==> src/rtl/diferential_muxpga_fabric_if.sv <==
// Bus bundle for diferential_muxpga_fabric: fabric data path, run control and
// the serial configuration port.
//   data_in   : row-0 "up" inputs, column c at [c*B+B-1:c*B]
//   data_out  : bottom-row cell registers, same column packing
//   run       : 1 lets cell registers update, 0 holds them
//   cfg_en/cfg_in/cfg_load : scan shift enable, serial bit, commit request
//   cfg_out/cfg_full/cfg_err : chain MSB, chain-full flag, sticky early-commit error
// master drives the fabric (pin wrapper / bench), slave is the fabric itself.
interface diferential_muxpga_fabric_if #(
  parameter int unsigned COLS = 3,
  parameter int unsigned B    = 4
);
  logic [COLS*B-1:0] data_in;
  logic [COLS*B-1:0] data_out;
  logic              run;
  logic              cfg_en;
  logic              cfg_in;
  logic              cfg_load;
  logic              cfg_out;
  logic              cfg_full;
  logic              cfg_err;

  modport master (
    output data_in, run, cfg_en, cfg_in, cfg_load,
    input  data_out, cfg_out, cfg_full, cfg_err
  );

  modport slave (
    input  data_in, run, cfg_en, cfg_in, cfg_load,
    output data_out, cfg_out, cfg_full, cfg_err
  );
endinterface

==> src/rtl/diferential_muxpga_fabric.sv <==
// ROWS x COLS grid of B-bit registered logic cells with per-cell configuration.
// Configuration is shifted serially into a shadow chain and committed to the
// active configuration in one cycle, so the fabric keeps running while a new
// image is being loaded.
// Ports:
//   clk     : fabric and configuration clock
//   reset_n : asynchronous active-low reset
//   bus     : diferential_muxpga_fabric_if.slave (data, run and config port)
// Cell k = row*COLS+col owns chain bits [8k+7:8k]:
//   [1:0] sel1, [3:2] sel2, [5:4] func, [6] hold, [7] reserved.
module diferential_muxpga_fabric #(
  parameter int unsigned ROWS = 4,
  parameter int unsigned COLS = 3,
  parameter int unsigned B    = 4
) (
  input  logic                       clk,
  input  logic                       reset_n,
  diferential_muxpga_fabric_if.slave bus
);
  localparam int unsigned CELL_CFG_BITS = 8;
  localparam int unsigned CHAIN_LEN     = ROWS * COLS * CELL_CFG_BITS;
  localparam int unsigned CNT_W         = $clog2(CHAIN_LEN + 1);

  logic [CHAIN_LEN-1:0] chain_q, chain_d;
  logic [CHAIN_LEN-1:0] act_q, act_d;
  logic [CNT_W-1:0]     cnt_q, cnt_d;
  logic                 err_q, err_d;
  logic                 full;
  logic [B-1:0]         cell_q [ROWS][COLS];
  logic [B-1:0]         cell_d [ROWS][COLS];

  function automatic logic [B-1:0] pick(input logic [1:0] sel,
                                        input logic [B-1:0] up,
                                        input logic [B-1:0] upl,
                                        input logic [B-1:0] lf,
                                        input logic [B-1:0] rt);
    case (sel)
      2'd0:    return up;
      2'd1:    return upl;
      2'd2:    return lf;
      default: return rt;
    endcase
  endfunction

  // Scan chain, shift counter and commit.
  always_comb begin
    full    = (cnt_q == CNT_W'(CHAIN_LEN));
    chain_d = chain_q;
    act_d   = act_q;
    cnt_d   = cnt_q;
    err_d   = err_q;
    if (bus.cfg_en) begin
      chain_d = {chain_q[CHAIN_LEN-2:0], bus.cfg_in};
    end
    if (bus.cfg_load && full) begin
      // Commit takes the chain as it stood before this cycle's shift; a
      // simultaneous shift counts as the first bit of the next image.
      act_d = chain_q;
      cnt_d = bus.cfg_en ? CNT_W'(1) : '0;
    end else begin
      if (bus.cfg_en && !full) begin
        cnt_d = cnt_q + 1'b1;
      end
      if (bus.cfg_load) begin
        err_d = 1'b1;
      end
    end
  end

  // Cell next-state. Neighbours are always registered q, with column
  // wrap-around; row 0 takes "up" and "up-left" from data_in instead of
  // wrapping to the bottom row.
  always_comb begin
    logic [CELL_CFG_BITS-1:0] cfg;
    logic [B-1:0]             up, upl, lf, rt, in1, in2, res;
    int unsigned              cl, cr;
    for (int unsigned r = 0; r < ROWS; r++) begin
      for (int unsigned c = 0; c < COLS; c++) begin
        cl  = (c + COLS - 1) % COLS;
        cr  = (c + 1) % COLS;
        cfg = act_q[(r*COLS + c)*CELL_CFG_BITS +: CELL_CFG_BITS];
        if (r == 0) begin
          up  = bus.data_in[c*B +: B];
          upl = bus.data_in[cl*B +: B];
        end else begin
          up  = cell_q[r-1][c];
          upl = cell_q[r-1][cl];
        end
        lf  = cell_q[r][cl];
        rt  = cell_q[r][cr];
        in1 = pick(cfg[1:0], up, upl, lf, rt);
        in2 = pick(cfg[3:2], up, upl, lf, rt);
        case (cfg[5:4])
          2'd0:    res = in1 | in2;
          2'd1:    res = in1 & in2;
          2'd2:    res = in1 ^ in2;
          default: res = in1;
        endcase
        cell_d[r][c] = (bus.run && !cfg[6]) ? res : cell_q[r][c];
      end
    end
  end

  always_ff @(posedge clk or negedge reset_n) begin
    if (!reset_n) begin
      chain_q <= '0;
      act_q   <= '0;
      cnt_q   <= '0;
      err_q   <= 1'b0;
      for (int unsigned r = 0; r < ROWS; r++) begin
        for (int unsigned c = 0; c < COLS; c++) begin
          cell_q[r][c] <= '0;
        end
      end
    end else begin
      chain_q <= chain_d;
      act_q   <= act_d;
      cnt_q   <= cnt_d;
      err_q   <= err_d;
      for (int unsigned r = 0; r < ROWS; r++) begin
        for (int unsigned c = 0; c < COLS; c++) begin
          cell_q[r][c] <= cell_d[r][c];
        end
      end
    end
  end

  always_comb begin
    bus.data_out = '0;
    for (int unsigned c = 0; c < COLS; c++) begin
      bus.data_out[c*B +: B] = cell_q[ROWS-1][c];
    end
  end

  always_comb begin
    bus.cfg_out  = chain_q[CHAIN_LEN-1];
    bus.cfg_full = full;
    bus.cfg_err  = err_q;
  end
endmodule

==> src/flat_wrapper.sv <==
// flat-port wrapper written by rule: the top's interface ports become plain ports
module diferential_muxpga_fabric_flat 
#(
  parameter int unsigned ROWS = 4,
  parameter int unsigned COLS = 3,
  parameter int unsigned B    = 4
)
  (clk, reset_n, bus_data_in, bus_run, bus_cfg_en, bus_cfg_in, bus_cfg_load, bus_data_out, bus_cfg_out, bus_cfg_full, bus_cfg_err);
  diferential_muxpga_fabric_if #(.COLS(COLS), .B(B)) bus_i ();
  input  logic clk;
  input  logic reset_n;
  input wire logic [$bits(bus_i.data_in)-1:0] bus_data_in;
  input wire logic [$bits(bus_i.run)-1:0] bus_run;
  input wire logic [$bits(bus_i.cfg_en)-1:0] bus_cfg_en;
  input wire logic [$bits(bus_i.cfg_in)-1:0] bus_cfg_in;
  input wire logic [$bits(bus_i.cfg_load)-1:0] bus_cfg_load;
  output wire logic [$bits(bus_i.data_out)-1:0] bus_data_out;
  output wire logic [$bits(bus_i.cfg_out)-1:0] bus_cfg_out;
  output wire logic [$bits(bus_i.cfg_full)-1:0] bus_cfg_full;
  output wire logic [$bits(bus_i.cfg_err)-1:0] bus_cfg_err;
  assign bus_i.data_in = bus_data_in;
  assign bus_i.run = bus_run;
  assign bus_i.cfg_en = bus_cfg_en;
  assign bus_i.cfg_in = bus_cfg_in;
  assign bus_i.cfg_load = bus_cfg_load;
  assign bus_data_out = bus_i.data_out;
  assign bus_cfg_out = bus_i.cfg_out;
  assign bus_cfg_full = bus_i.cfg_full;
  assign bus_cfg_err = bus_i.cfg_err;
  diferential_muxpga_fabric #(.ROWS(ROWS), .COLS(COLS), .B(B)) u_core (.clk(clk), .reset_n(reset_n), .bus(bus_i));
endmodule
==> config.mk <==
export PLATFORM = sky130hd
export DESIGN_NAME = diferential_muxpga_fabric_flat
export DESIGN_NICKNAME = d
export VERILOG_FILES = /design/src/rtl/diferential_muxpga_fabric_if.sv /design/src/rtl/diferential_muxpga_fabric.sv /design/src/flat_wrapper.sv
export SDC_FILE = /design/constraint.sdc
export NUM_CORES = 1
export LEC_CHECK = 0
export ABC_AREA = 1
export BUFFER_PORTS_ARGS = -buffer_cell sky130_fd_sc_hd__buf_2
export CAP_MARGIN = 25
export CORE_MARGIN = 3
export CORE_UTILIZATION = 55
export CTS_BUF_LIST = sky130_fd_sc_hd__clkbuf_4 sky130_fd_sc_hd__clkbuf_8
export CTS_CLUSTER_SIZE = 40
export DETAILED_ROUTE_END_ITERATION = 10
export PLACE_DENSITY = 0.71
export SLEW_MARGIN = 20
export SYNTH_ARGS = -nofsm -noshare
export SYNTH_HDL_FRONTEND = slang
export SYNTH_SLANG_ARGS = --single-unit
export TNS_END_PERCENT = 50
==> constraint.sdc <==
create_clock -name clk -period 3.5 [get_ports clk]
set_input_delay 0.7 -clock clk [delete_from_list [all_inputs] [get_ports clk]]
set_output_delay 0.7 -clock clk [all_outputs]
set_load 0.05 [all_outputs]
==> run summary, run 1 <==
Clk sinks - 236
Post-synthesis xor/xnor area fraction - 0.001108
CTS clk-pin slew, worst paths - 0.06 ns
Starting density of the core - 0.5628
HPWL after detailed placement - 27550 um
Hold/Removal Path Class - input pin to asynchronous set/reset pin
RSZ-0062 raised after global routing - no
Sequential cell area - 0.005906 mm^2
DR WL/cell - 14.71 um
Die height - 175.5 um
First-pass GRT wire length - 64090 um
CP max FO - 5
TNS Setup - 0 ns
Slew Viols, Final - 0
Root buf cell - clkbuf_8
Cell Rows - 61
Average size of a mapped cell - 7.034 um^2
WP data arrival - 1.82 ns
CTS tree - yes
Sequential fraction of the synthesis area - 0.3736
Port-buffer cells - 32
Routability cong. - 0.9389
DR vias - 13970
Layout fillers - 2644
Drt drc - 0
GR Overflow Total - 0
Antenna-violating nets left - 0
Fin crit share - 0.7214
Reg2Reg Setup Slack - 1.24 ns
CP max stage cell - dfrtp_1
Syn_nets - 2363
Iteration-0 DRC Markers - 1179
WL final - 38290 um
Outcome - finished, final reports clean
Relative slew slack - 0.3274
Netlist cell types - 24
Final setup viols - 0
Peak per-stage delay on the critical path - 0.42 ns
FF+latch count, synth - 236
Post-DR vias/cell - 5.367
IO Count - 33
CP Cell Sequence - inv_1 > ha_1 > nand2_1 > nor2_4 > buf_2
Netlist area before placement - 0.01581 mm^2
Adder-Cell Fraction of Synth Area - 0.07757
Final min period - 2.525 ns
Drt pass-1 iters - 5
Vias in the first global route - 13120
Layout area overhead - 5.755%
Largest net degree at the start of global routing - 135
Simple-Gate Fraction of Synth Area - 0.2881
Worst slew pin tran - 1.008 ns
Clk_skew - 0.03295 ns
Peak supply drop - 483.4 uV
# nets final - 2314
CP endpoint kind - output pin
WP data required - 2.80 ns
Largest family of logic cells by synthesized area - simple AND/OR/NAND/NOR gates
Multiplexer share of the synthesized area - 0
Final core occ - 0.5952
Share of cells above drive strength 1 - 0.09528
Initial antenna violation count - 0
Hold Violations, Final - 0
Area of the die - 0.03081 mm^2
Die width - 175.5 um
Resize count post-CTS - 0
Core ar. - 0.02809 mm^2
Warnings, synthesis - 0
P per Cell Area - 402.3 mW/mm^2
Leak - 8.220 nW
Max Cap Viol - 0
Max clock buf depth - 3
Hold buffers post-CTS - 0
WS Path Type - flop to output pin
Compound-cell area share of the yosys netlist - 0.1298
Worst Setup Start Kind - flop
TritonCTS Buffers - 41
Worst-Skew Late Latency - 0.56 ns
Number of diodes - 0
Post-CTS Setup Inserts - 0
# H-tree levels - 2
GRT Resource Usage Total - 0.2513
Post-Synthesis Cells - 2247
FMAX - 396.1 MHz
Multi-input logic area - 0.007863 mm^2
[final cells by class]
cell class | instances | share of cell area
sequential | 236 | 0.3533
inverter | 353 | 0.07927
clock buffer | 59 | 0.04446
clock inverter | 11 | 0.006362
timing repair buffer | 44 | 0.01796
multi-input combinational | 1522 | 0.4704
tap | 378 | 0.02829
[synth_stat cells]
library cell,number,area [um^2]
a21o_1,1,7.510
a21oi_1,33,165.2
buf_1,2,7.510
buf_2,23,115.1
buf_4,16,120.1
buf_6,17,191.4
clkbuf_1,78,292.8
dfrtp_1,236,5906
ha_1,98,1226
inv_1,353,1325
nand2_1,551,2068
nand2_2,1,6.260
nand3_1,341,1707
nand3_2,1,10.01
nand3b_1,1,7.510
nand4_1,18,112.6
nor2_1,118,442.9
nor2_4,1,11.26
o21ai_0,242,1211
o21ai_1,18,90.09
o21ai_2,66,578.1
or2_1,1,6.260
or2_2,29,181.4
xor2_1,2,17.52
[registers in the layout (all words and copies together) (netlist names)]
| register | cells |
|---|---|
| u_core.act_q | 84 |
| u_core.chain_q | 96 |
| u_core.cnt_q | 7 |
| u_core.cell_q | 36 |
| u_core.bus.cfg_err | 1 |
| u_core.bus.data_out | 12 |
[worst max-delay path, delay by kind of cell (launching register included)]
family                     cells  cell delay, ns
adders and majority gates      1            0.18
buffers and inverters          2            0.41
and+or+nand+nor                2            0.27
DFF                            1            0.42
[kinds of logic (layout without fill, tap and decap cells)]
logic type / count (synthesis) / after routing
xor+xnor: 2 / 2
buf+inv: 489 / 467
fa+ha+maj: 98 / 98
compound gates: 360 / 360
simple gates: 1062 / 1062
flops: 236 / 236
[layer usage]
metal,GRT usage,part of all wire,up-vias
met3,0.03415,0.069,94
met1,0.3516,0.44,6445
met2,0.4060,0.46,413
li1,-,-,7019
met5,0,0,-
met4,0.08281,0.029,0
[worst paths after layout]
check | start | to | depth (start not counted)
worst max-delay path | u_core.cnt_q[0] | bus_cfg_full | 5
worst min-delay path | reset_n | u_core.cell_q[29] | 1
worst max register to register | u_core.cnt_q[0] | u_core.act_q[64] | 8
worst min register to register | u_core.bus.cfg_err | u_core.bus.cfg_err | 1
max in group asynchronous | reset_n | u_core.bus.data_out[2] | 2
min in group clk | bus_cfg_in | u_core.chain_q[0] | 3
[power breakdown]
part / internal, W / switching [W]
clock: 0.00145 / 0.00114
sequential: 0.00297 / 0.000276
combinational: 0.000287 / 0.000596
total: 0.00471 / 0.00202
[through the flow]
stage	total power (W)	worst slack, ns	hold slack [ns]	area (um^2)	std cells
global route	0.007092	0.8566	0.2059	16720	2603
floorplan	0.003836	1.730	0.4044	15810	2247
global placement	0.004127	1.302	0.4402	15870	2533
detailed placement	0.004167	1.233	0.4475	15870	2533
finish	0.006724	0.9752	0.1767	16720	2603
CTS	0.006800	0.9385	0.1857	16720	2603
[cells in the final DEF, fill, tap and decap left out, drive strengths merged, types with 2 or more instances in the layout]
cell,n
buf,44
o21ai,326
or2,30
clkbuf,59
nand3,342
inv,355
ha,98
nand4,18
clkinv,6
clkinvlp,2
nor2,119
a21oi,33
xor2,2
nand2,552
dfrtp,236
Power figures use the tool's default switching activity.
==> run 2, diff against run 1 <==
ABC_AREA = 0   (was 1)
PLACE_DENSITY = 0.74   (was 0.71)
clock period = 2.3 ns   (was 3.5 ns; I/O delays follow)
==> run 2 against run 1 <==
Via count is 32% lower. Synthesized area is 7.8% lower. Global-route usage is 2.7 points lower. Flip-flop and latch count stayed put. Largest cell class unchanged.
==> run summary, run 2 <==
Outcome - finished, final reports clean
Cell Rows - 58 (-4.9%)
Antenna-violating nets left - 0 (unchanged)
DP Area - 0.01506 mm^2 (-5.1%)
Top cell by count, worst path - inv_2
Final instance area - 0.01598 mm^2 (-4.4%)
Final setup viols - 0 (unchanged)
Final min period - 2.200 ns
Int Pwr - 0.007484 W (+59%)
Starting density of the core - 0.5688 (+0.006052)
Drt drc - 0 (unchanged)
RSZ-0062 raised after global routing - no
Initial antenna violation count - 0 (unchanged)
Ys async rst share - 1.000 (unchanged)
Post-DR vias/cell - 6.020 (+12%)
Hold Violations, Final - 0 (unchanged)
WS Path Type - flop to output pin
CTS tree - yes
Commonest non-fill, non-tap cell in the layout - dfrtp_1
Top_reg_cell synth - dfrtp_1
DP Cell Count - 1502 (-41%)
FMAX - 454.5 MHz
Number of flops mapped to enable cells by yosys - 0 (unchanged)
Average size of a mapped cell - 12.35 um^2 (+76%)
WP data arrival - 1.74 ns (-0.08 ns)
Post-Synthesis Cells - 1180 (-47%)
Most flops, register - u_core.chain_q
# H-tree levels - 2 (unchanged)
Max Cap Viol - 0 (unchanged)
P per Cell Area - 640.8 mW/mm^2 (+59%)
HPWL after detailed placement - 22420 um (-19%)
Leak - 7.716 nW (-6.1%)
Iteration-0 DRC Markers - 740 (-37%)
Final cell count without fillers - 1577 (-39%)
GRT Resource Usage Total - 0.2247 (-0.02654)
Clk sinks - 236 (unchanged)
CTS clk-pin slew, worst paths - 0.06 ns (about the same)
Clk_skew - 0.01827 ns (-0.01468 ns)
TritonCTS Buffers - 41 (unchanged)
WP data required - 1.84 ns (-0.96 ns)
CP max FO - 4 (-1)
Number of diodes - 0 (unchanged)
Vias in the first global route - 9668 (-26%)
Root buf cell - clkbuf_8
Max clock buf depth - 3 (unchanged)
Largest net degree at the start of global routing - 64 (-53%)
Worst-Skew Late Latency - 0.55 ns (about the same)
TNS Setup - 0 ns (unchanged)
Sequential fraction of the synthesis area - 0.4053 (+0.03166)
Core ar. - 0.02562 mm^2 (-8.8%)
WL final - 31030 um (-19%)
Port-buffer cells - 32 (unchanged)
Fin crit share - 0.9567
DR WL/cell - 19.67 um (+34%)
Netlist area before placement - 0.01457 mm^2 (-7.8%)
Die width - 168.8 um (-3.8%)
Biggest registers after layout - u_core.chain_q (96), u_core.act_q (84), u_core.cell_q (36)
Syn_nets - 1296 (-45%)
Drt pass-1 iters - 5 (unchanged)
Cell taking the most area after synthesis - dfrtp_1
CP endpoint kind - output pin
Yosys top cell area share - 0.4053 (+0.03166)
Peak per-stage delay on the critical path - 0.41 ns (about the same)
Most common cell in the netlist - dfrtp_1
Relative slew slack - 0.6381 (+0.3108)
Share of cells above drive strength 1 - 0.3528 (+0.2576)
Fin worst setup slack - 0.09960 ns (-0.8756 ns)
Most frequent cells after synthesis - dfrtp_1 (236), mux2_2 (132), inv_1 (105)
Clock network power share - 0.401 (+0.015)
Warnings, synthesis - 0 (unchanged)
# nets final - 1333 (-42%)
FF+latch count, synth - 236 (unchanged)
Die height - 168.8 um (-3.8%)
Layout area overhead - 9.651%
Psw - 0.002754 W (+37%)
CP Cell Sequence - inv_2 > ha_1 > and4bb_2 > nand2_2 > inv_2 > buf_6
Peak supply drop - 621.8 uV (+29%)
First-pass GRT wire length - 51590 um (-19%)
Hold/Removal Path Class - input pin to flop
Sequential share of power - 0.479 (-0.004)
Synth area leaders - dfrtp_1 (41%), mux4_2 (15%), mux2_2 (10%)
GR Overflow Total - 0 (unchanged)
Max reg flops - 96 (unchanged)
Area of the die - 0.02848 mm^2 (-7.5%)
Slew Viols, Final - 0 (unchanged)
Final core occ - 0.6237 (+0.02856)
Dpl ws - 0.1931 ns (-1.040 ns)
Netlist cell types - 36 (+50%)
CP max stage cell - dfrtp_1
Net Sw Frac - 0.2690 (-0.03076)
IO Count - 33 (unchanged)
Most frequent cells in the layout - dfrtp_1 (235), mux2_2 (132), inv_1 (103)
Worst Setup Start Kind - flop
Gate power share - 0.120 (-0.011)
Worst slew pin tran - 0.5428 ns (-0.4650 ns)
Routability cong. - 0.8970 (-4.5%)
DR vias - 9493 (-32%)
## run 2: cell count changes after synthesis, moves of 96 or more
cell     before  now
inv_1       353  105
mux4_2        0   96
nand2_1     551   56
nand3_1     341   31
mux2_2        0  132
o21ai_0     242   19
## run 2: kinds of logic (layout without fill, tap and decap cells)
family	Yosys count	after routing	share of synthesized area
AOI/OAI and AO/OA	155	155	0.06723
xor gates and xnor gates	2	2	0.001202
adders and majority gates	98	98	0.08415
buffers and inverters	163	230	0.05307
DFF	236	236	0.4053
muxes	277	277	0.3009
and+or+nand+nor	249	249	0.08818
## run 2: final timing paths
kind | from | end | slack [ns] | cells after the start
min in group asynchronous | reset_n | u_core.cell_q[43] | 0.47 | 2
max in group asynchronous | reset_n | u_core.cnt_q[1] | 1.15 | 3
max | u_core.cnt_q[0] | bus_cfg_full | 0.1 | 6
min | bus_cfg_in | u_core.chain_q[0] | 0.15 | 2
min reg2reg | u_core.bus.cfg_err | u_core.bus.cfg_err | 0.48 | 1
max reg2reg | u_core.cnt_q[0] | u_core.act_q[82] | 0.21 | 7
## run 2: layout make-up
cell class              count  area, um^2
inverters                 105       394.1
multi-input cells         781        7898
well taps                 330       412.9
clock inverters            13       127.6
clock buffers              60       757.0
repair buffers             52       481.7
fillers                  1986        9639
flip-flops and latches    236        5907
## run 2: power by group through the flow
stage | clock (W) | combinational, W | sequential [W]
floorplan | 0 | 0.000923 | 0.00477
global placement | 0 | 0.00118 | 0.00494
detailed placement | 0 | 0.00123 | 0.00496
CTS | 0.00420 | 0.00124 | 0.00489
global route | 0.00439 | 0.00139 | 0.00495
finish | 0.00410 | 0.00123 | 0.00491
## run 2: repair_timing
action	4_1_cts	5_1_grt
endpoints found under the hold margin	58	0
pin swaps	0	0
resized for setup	4	4
buffers inserted	1	0
hold buffers	1	0
setup endpoints to repair	1	1
## run 2: worst max-delay path: cells and delay by family, from the launching register on
| kind | cells | cell delay, ns |
|---|---|---|
| adders and majority gates | 1 | 0.14 |
| buffers and inverters | 3 | 0.32 |
| DFF | 1 | 0.41 |
| and+or+nand+nor | 2 | 0.33 |
## run 2: metal layers
layer  track usage  vias to the layer above  routed length [um]
li1              -                     4313                   -
met1        0.3264                     4812               13840
met2        0.3548                      311               14330
met3       0.04087                       57                2236
met4       0.05621                        0                 626
met5             0                        -                   0
## run 2: stage by stage
step / hold WS [ns] / power, W
floorplan: 0.1644 / 0.005693
global placement: 0.4370 / 0.006118
detailed placement: 0.4548 / 0.006194
CTS: 0.1145 / 0.01033
global route: 0.1380 / 0.01072
finish: 0.1475 / 0.01024
==> run 3, diff against run 2 <==
CTS_BUF_LIST = sky130_fd_sc_hd__clkbuf_16   (was sky130_fd_sc_hd__clkbuf_4 sky130_fd_sc_hd__clkbuf_8)
SLEW_MARGIN = unset   (was 20)
==> run 3 against run 2 <==
Non-clock buffer count up 1. Core utilization down 0.27 points. Critical path depth unchanged. Register-to-register slack better by 0.02 ns. Wire length down 0.59%. Global-route usage down 0.20 points. Power down 1.5%.
==> run summary, run 3 (synthesis results as in run 2) <==
Routability cong. - 0.8970 (unchanged)
Peak supply drop - 705.7 uV (+13%)
Peak per-stage delay on the critical path - 0.42 ns (about the same)
WS Path Type - flop to output pin
Initial antenna violation count - 0 (unchanged)
First-pass GRT wire length - 51360 um (-0.44%)
TritonCTS Buffers - 26 (-37%)
Top cell by count, worst path - inv_2
Leak - 7.654 nW (-0.81%)
Max clock buf depth - 3 (unchanged)
Clk_skew - 0.01878 ns (+0.0005144 ns)
DR vias - 9392 (-1.1%)
Biggest registers after layout - u_core.chain_q (96), u_core.act_q (84), u_core.cell_q (36)
Reg2Reg Setup Slack - 0.23 ns (+0.02 ns)
Share of cells above drive strength 1 - 0.3303 (-0.02252)
WL final - 30850 um (-0.59%)
Slew Viols, Final - 0 (unchanged)
GRT Resource Usage Total - 0.2227 (-0.002032)
CP endpoint kind - output pin
Multi-input logic area - 0.007895 mm^2 (about the same)
Final setup viols - 0 (unchanged)
Antenna-violating nets left - 0 (unchanged)
Clk sinks - 236 (unchanged)
Dpl ws - 0.1931 ns (unchanged)
Layout area overhead - 9.171%
CTS clk-pin slew, worst paths - 0.06 ns (about the same)
DP Cell Count - 1502 (unchanged)
TNS Setup - 0 ns (unchanged)
Hold Violations, Final - 0 (unchanged)
Outcome - finished, final reports clean
CTS tree - yes
Max Cap Viol - 0 (unchanged)
WP data required - 1.84 ns (about the same)
FMAX - 452.7 MHz (-0.39%)
Die height - 168.8 um (unchanged)
Largest net degree at the start of global routing - 64 (unchanged)
Core ar. - 0.02562 mm^2 (unchanged)
Sequential cell area - 0.005907 mm^2 (unchanged)
Worst-Skew Late Latency - 0.54 ns (about the same)
Hold/Removal Path Class - input pin to flop
Worst Setup Start Kind - flop
Worst hold margin - 0.1559 ns (+0.008374 ns)
# nets final - 1319 (-1.1%)
CP max stage cell - dfrtp_1
HPWL after detailed placement - 22420 um (unchanged)
Iteration-0 DRC Markers - 727 (-1.8%)
Cell Rows - 58 (unchanged)
GR Overflow Total - 0 (unchanged)
Final min period - 2.209 ns (+0.008594 ns)
CP Cell Sequence - inv_2 > ha_1 > and4bb_2 > nand2_1 > inv_2 > buf_6
P per Cell Area - 634.0 mW/mm^2 (-1.1%)
Starting density of the core - 0.5688 (unchanged)
# H-tree levels - 1 (-1)
Commonest non-fill, non-tap cell in the layout - dfrtp_1
Layout fillers - 2001 (+0.76%)
Fin worst setup slack - 0.09101 ns (-0.008594 ns)
Fin crit share - 0.9604 (+0.003736)
Die width - 168.8 um (unchanged)
CP max FO - 4 (unchanged)
Number of diodes - 0 (unchanged)
Worst slew pin tran - 0.5544 ns (+0.01155 ns)
Drt drc - 0 (unchanged)
Post-DR vias/cell - 6.059 (+0.66%)
Most frequent cells in the layout - dfrtp_1 (235), mux2_2 (132), inv_1 (105)
Max reg flops - 96 (unchanged)
Most flops, register - u_core.chain_q
DR WL/cell - 19.90 um (+1.1%)
IO Count - 33 (unchanged)
Drt pass-1 iters - 5 (unchanged)
Port-buffer cells - 32 (unchanged)
Root buf cell - clkbuf_16
Vias in the first global route - 9551 (-1.2%)
RSZ-0062 raised after global routing - no
WP data arrival - 1.75 ns (about the same)
Relative slew slack - 0.6304 (-0.007704)
Final cell count without fillers - 1550 (-1.7%)
Area of the die - 0.02848 mm^2 (unchanged)
-- run 3: cell count changes in the layout (fill, tap and decap cells not counted), sizes merged --
cell	previous run	this run
clkbuf	60	26
clkinv	7	14
buf	51	52
clkinvlp	2	1
-- run 3: worst paths after layout --
| kind | start | endpoint | cells after the start |
|---|---|---|---|
| max reg2reg | u_core.cnt_q[0] | u_core.act_q[37] | 7 |
| min reg2reg | u_core.bus.cfg_err | u_core.bus.cfg_err | 1 |
| max | u_core.cnt_q[0] | bus_cfg_full | 6 |
| min | bus_cfg_in | u_core.chain_q[0] | 2 |
| max in group asynchronous | reset_n | u_core.cnt_q[1] | 3 |
| min in group asynchronous | reset_n | u_core.cell_q[33] | 2 |
-- run 3: stage by stage --
stage / total power, W / utilization / area [um^2]
floorplan: 0.005693 / - / 14570
global placement: 0.006118 / 0.5880 / 15060
detailed placement: 0.006194 / 0.5880 / 15060
CTS: 0.01018 / 0.6205 / 15900
global route: 0.01057 / 0.6210 / 15910
finish: 0.01009 / 0.6210 / 15910
-- run 3: power breakdown --
group	internal, W	leakage, nW	switching (W)
registers	0.00448	3.04	0.000417
logic	0.000656	4.21	0.000586
clock network	0.00228	0.401	0.00167
total	0.00742	7.65	0.00267
-- run 3: area by class of cell --
cell class,count,share of cell area
multi-input combinational,781,0.4963
clock buffer,26,0.04090
sequential,236,0.3713
timing repair buffer,53,0.03075
inverter,105,0.02478
tap,330,0.02596
clock inverter,19,0.009989
-- run 3: critical path: cells and delay by family, from the launching register on --
| family | cells | cell delay, ns |
|---|---|---|
| flops | 1 | 0.42 |
| simple gates | 2 | 0.33 |
| buf+inv | 3 | 0.33 |
| fa+ha+maj | 1 | 0.14 |
-- run 3: layer usage --
layer / track usage / up-vias / share of wire
li1: - / 4274 / -
met1: 0.3277 / 4780 / 0.45
met2: 0.3557 / 290 / 0.47
met3: 0.03036 / 48 / 0.067
met4: 0.05301 / 0 / 0.019
met5: 0 / - / 0
-- run 3: repair_timing --
item	CTS	global route
setup buffers	1	1
hold buffers	1	0
hold endpoints to repair	58	0
gates resized for setup	3	4
endpoints found under the setup margin	1	1
